File: config.mk
export PLATFORM = sky130hd
export DESIGN_NAME = main_decoder
export DESIGN_NICKNAME = d
export VERILOG_FILES = /design/src/rtl/main_decoder.sv
export SDC_FILE = /design/constraint.sdc
export NUM_CORES = 1
export LEC_CHECK = 0
export ABC_AREA = 1
export CAP_MARGIN = 20
export CORE_MARGIN = 10
export CORE_UTILIZATION = 39
export CTS_BUF_LIST = sky130_fd_sc_hd__clkbuf_8
export CTS_CLUSTER_SIZE = 28
export DETAILED_ROUTE_END_ITERATION = 6
export PLACE_DENSITY = 0.74
export SKIP_CTS_REPAIR_TIMING = 1
export SYNTH_ARGS = -nofsm -noshare
export SYNTH_HDL_FRONTEND = slang
export SYNTH_SLANG_ARGS = --single-unit
File: constraint.sdc
create_clock -name clk -period 3.77 [get_ports clk]
set_input_delay 0.377 -clock clk [delete_from_list [all_inputs] [get_ports clk]]
set_output_delay 0.377 -clock clk [all_outputs]
set_load 0.005 [all_outputs]
File: src/rtl/main_decoder.sv
//------------------------------------------------------------------------------
// main_decoder: registered MIPS main-control decode, sign extension, and
// branch/jump target generation with one cycle of latency.
// Revision: 1.0
//------------------------------------------------------------------------------
`default_nettype none

module main_decoder (
  input  logic        clk,
  input  logic        reset,
  input  logic        valid_in,
  input  logic [31:0] instr,
  input  logic [31:0] pc_plus4,
  output logic        valid_out,
  output logic        reg_write,
  output logic        reg_dst,
  output logic        alu_src,
  output logic        branch,
  output logic        mem_write,
  output logic        mem_to_reg,
  output logic [1:0]  alu_op,
  output logic        jump,
  output logic        illegal,
  output logic [31:0] sign_imm,
  output logic [31:0] branch_target,
  output logic        branch_carry,
  output logic [31:0] jump_target
);

  localparam logic [5:0] OP_RTYPE = 6'b000000;
  localparam logic [5:0] OP_LW    = 6'b100011;
  localparam logic [5:0] OP_SW    = 6'b101011;
  localparam logic [5:0] OP_BEQ   = 6'b000100;
  localparam logic [5:0] OP_ADDI  = 6'b001000;
  localparam logic [5:0] OP_J     = 6'b000010;

  logic [5:0]  opcode;
  logic [8:0]  ctrl_d;
  logic        illegal_d;
  logic [31:0] sign_imm_d;
  logic [31:0] imm_shift;
  logic [31:0] sum_d;
  logic        carry_d;
  logic [31:0] jump_target_d;

  assign opcode = instr[31:26];

  // Control word: {reg_write, reg_dst, alu_src, branch, mem_write, mem_to_reg, alu_op, jump}
  always_comb begin
    ctrl_d    = 9'b0_0_0_0_0_0_00_0;
    illegal_d = 1'b0;
    case (opcode)
      OP_RTYPE: ctrl_d = 9'b1_1_0_0_0_0_10_0;
      OP_LW:    ctrl_d = 9'b1_0_1_0_0_1_00_0;
      OP_SW:    ctrl_d = 9'b0_0_1_0_1_0_00_0;
      OP_BEQ:   ctrl_d = 9'b0_0_0_1_0_0_01_0;
      OP_ADDI:  ctrl_d = 9'b1_0_1_0_0_0_00_0;
      OP_J:     ctrl_d = 9'b0_0_0_0_0_0_00_1;
      default:  illegal_d = 1'b1;
    endcase
  end

  assign sign_imm_d    = {{16{instr[15]}}, instr[15:0]};
  assign imm_shift     = {sign_imm_d[29:0], 2'b00};
  assign jump_target_d = {pc_plus4[31:28], instr[25:0], 2'b00};

  // Branch adder: eight 4-bit lookahead groups, carry rippled between groups.
  logic [31:0] prop;
  logic [31:0] gen;
  logic [32:0] carry;

  assign prop     = pc_plus4 ^ imm_shift;
  assign gen      = pc_plus4 & imm_shift;
  assign carry[0] = 1'b0;

  generate
    for (genvar grp = 0; grp < 8; grp++) begin : g_cla
      logic [3:0] p;
      logic [3:0] g;
      logic       cin;
      assign p   = prop[grp*4 +: 4];
      assign g   = gen[grp*4 +: 4];
      assign cin = carry[grp*4];
      assign carry[grp*4+1] = g[0] | (p[0] & cin);
      assign carry[grp*4+2] = g[1] | (p[1] & g[0]) | (p[1] & p[0] & cin);
      assign carry[grp*4+3] = g[2] | (p[2] & g[1]) | (p[2] & p[1] & g[0])
                            | (p[2] & p[1] & p[0] & cin);
      assign carry[grp*4+4] = g[3] | (p[3] & g[2]) | (p[3] & p[2] & g[1])
                            | (p[3] & p[2] & p[1] & g[0])
                            | (p[3] & p[2] & p[1] & p[0] & cin);
    end
  endgenerate

  assign sum_d   = prop ^ carry[31:0];
  assign carry_d = carry[32];

  always_ff @(posedge clk or posedge reset) begin
    if (reset) begin
      valid_out     <= 1'b0;
      reg_write     <= 1'b0;
      reg_dst       <= 1'b0;
      alu_src       <= 1'b0;
      branch        <= 1'b0;
      mem_write     <= 1'b0;
      mem_to_reg    <= 1'b0;
      alu_op        <= 2'b00;
      jump          <= 1'b0;
      illegal       <= 1'b0;
      sign_imm      <= 32'h0;
      branch_target <= 32'h0;
      branch_carry  <= 1'b0;
      jump_target   <= 32'h0;
    end else if (valid_in) begin
      valid_out     <= 1'b1;
      {reg_write, reg_dst, alu_src, branch, mem_write, mem_to_reg, alu_op, jump} <= ctrl_d;
      illegal       <= illegal_d;
      sign_imm      <= sign_imm_d;
      branch_target <= sum_d;
      branch_carry  <= carry_d;
      jump_target   <= jump_target_d;
    end else begin
      // Idle cycle: drop every enable so nothing stale can fire; data holds.
      valid_out     <= 1'b0;
      {reg_write, reg_dst, alu_src, branch, mem_write, mem_to_reg, alu_op, jump} <= 9'b0;
      illegal       <= 1'b0;
    end
  end

endmodule

`default_nettype wire

==> results.toml <==
[outcome]
outcome = "completed"

[sta]
setup_viol = 0
final.setup_skew_ns = 0
drv_slew = 0
tightest_slew_ns = 0.663
max_clock_freq_mhz = 349
rsz0062_at_grt = "false"
tns_ns = 0
fin_crit_ns = 2.86
hold_viol = 0
whs_ns = 0.383
timing.slew.headroom = 0.557
finalCritPeriodShare = 0.759

[routing]
antenna_left = 0
drc_errors = 0
via_per_inst = 4.71
drtPass1Iterations = 4
wire_per_inst_um = 15.1
drt_iter0_drc = 169
wl_um = 11600
vias = 3626

[die]
die_area_um2 = 15200
die_h_um = 123
die_x_um = 123
rows = 37
core-area_um2 = 10400
pin_count = 175
start_util = 0.401

[clock_tree]
cts_tree = "done"
cts.path.max_buffers = 2
htreeDepth = 3
cts_buffers = 9
clk_pin_slew_ns = 0.07
cts_sinks = 72
clk-insertion-delay-late_ns = 0.35
cts_root_buf = "clkbuf_8"

[layout]
largest_register_ffs = 32
num_antenna_cells = 0
layout_common_cells = "184 x nand2_1, 171 x clkdlybuf4s50_1, 72 x dfrtp_1, 29 x ha_1"
design_area_um2 = 5960
areaGrowthSynthToFinish_pct = 43.4
largest_register = "branch_target"
drive_gt1_frac = 0.0726
final_common_cell = "nand2_1"
largest_registers = "branch_target x32, jump_target x15, sign_imm x15"
finalNetCount = 735

[global_route]
antenna_found_initial = 0
grt_start_max_net_pins = 56
grt_util_all_layers = 0.150
grt_overflow = 0
grt_use_met3 = 0.0415
gr-max-usage-layer = "met2"
met1_usage = 0.171
grt_util_met2 = 0.257
grt_pass1_wl_um = 18300
grt_pass1_vias = 3683

[synthesis]
syn_area_um2 = 4160
ys_seq_elements = 72
seq_area_frac_synth = 0.433
ys_warn_count = 0
syn_area_per_cell_um2 = 8.50
ys_types = 31
syn-instance-count = 489

[worst_setup_path]
crit_arrival_ns = 3.08
critPathKind = "input port to register"
r2r_slack_ns = 2.90
cp-start-kind = "input port"
crit_path_max_fanout = 4
end_kind = "register"
required_ns = 3.99

[placed_design]
gp_congestion = 0.792
portBuffers = 172
place_area_um2 = 5790
place.detailed.hpwl_um = 9260

[pwr]
p_per_area_nw_per_um2 = 356
ir_drop_mv = 0.156
p_total_mw = 2.12
p_leak_nw = 2.87

[min_path]
hold_path.class = "input port to async pin"

[job]
cap_violations = 0
[per-layer routing]
layer,share of wire,up-vias
met4,0.019,0
li1,-,1793
met3,0.088,15
met1,0.40,1671
met5,0,-
met2,0.49,147
[path summary, 6_finish.rpt]
| kind | startpoint | to | cells after the start |
|---|---|---|---|
| worst max register to register | jump_target[17]$_DFFE_PP0P_ | jump_target[17]$_DFFE_PP0P_ | 2 |
| worst min-delay path | reset | reg_write$_DFF_PP0_ | 2 |
| min in group clk | jump_target[31]$_DFFE_PP0P_ | jump_target[31]$_DFFE_PP0P_ | 2 |
| worst max-delay path | instr[0] | branch_target[29]$_DFFE_PP0P_ | 20 |
| max in group asynchronous | reset | branch_target[17]$_DFFE_PP0P_ | 4 |
| worst min register to register | jump_target[31]$_DFFE_PP0P_ | jump_target[31]$_DFFE_PP0P_ | 2 |
[cells by family (layout without fill, tap and decap cells)]
| logic type | Yosys count | count (layout) | share of synthesized area |
|---|---|---|---|
| simple gates | 257 | 257 | 0.266 |
| buf+inv | 74 | 218 | 0.0996 |
| flops | 72 | 72 | 0.433 |
| fa+ha+maj | 37 | 37 | 0.126 |
| compound gates | 35 | 35 | 0.0466 |
| xor+xnor | 13 | 13 | 0.0274 |
| other cells | 1 | 2 | 0.000902 |
[cell usage after synthesis, drive strengths merged]
cell type,instances,area [um2]
nand2,200,831
dfrtp,72,1800
buf,37,275
ha,29,363
nor2,24,95.1
nand3,23,120
inv,22,82.6
o21ai,15,75.1
a21oi,14,77.6
clkbuf,13,48.8
xnor2,10,87.6
fa,8,160
a31oi,3,18.8
nor3,3,15.0
xor2,3,26.3
a211oi,2,15.0
clkinv,2,7.51
nand3b,2,15.0
nand4,2,12.5
or2,2,12.5
conb,1,3.75
nor4,1,6.26
o21a,1,7.51
[through the flow]
step                utilization  cells  setup WS, ns
floorplan                     -    490          1.19
global placement          0.556    754         0.499
detailed placement        0.558    755         0.513
CTS                       0.573    769         0.885
global route              0.575    770         0.674
finish                    0.575    770         0.908
[worst max-delay path: stages]
cell and delay, ns:
clkdlybuf4s50_1 0.43, ha_1 0.22, fa_1 0.43, nand2_1 0.08, nand2_1 0.09, nand3_2 0.07, nand2_2 0.08, nand2_2 0.08
nand2_4 0.06, nand2_2 0.06, nand2_2 0.07, nand2_2 0.09, nand2_4 0.06, nand2_4 0.07, nand2_4 0.07, nand2_4 0.08
nand2_4 0.06, fa_1 0.38, xnor2_1 0.15, o21ai_0 0.08
[power by group]
part / switching (mW) / total, mW / internal (mW)
sequential: 0.0590 / 0.924 / 0.865
combinational: 0.294 / 0.685 / 0.392
clock: 0.272 / 0.514 / 0.242
[layout make-up]
type | instances | area (um2)
Inverter | 24 | 90.1
Tap cell | 136 | 170
Clock inverter | 4 | 16.3
Timing Repair Buffer | 180 | 1800
Multi-Input combinational cell | 344 | 1950
Fill cell | 938 | 4410
Clock buffer | 10 | 138
Sequential cell | 72 | 1800
No activity file was read; power rests on OpenSTA's default activity.
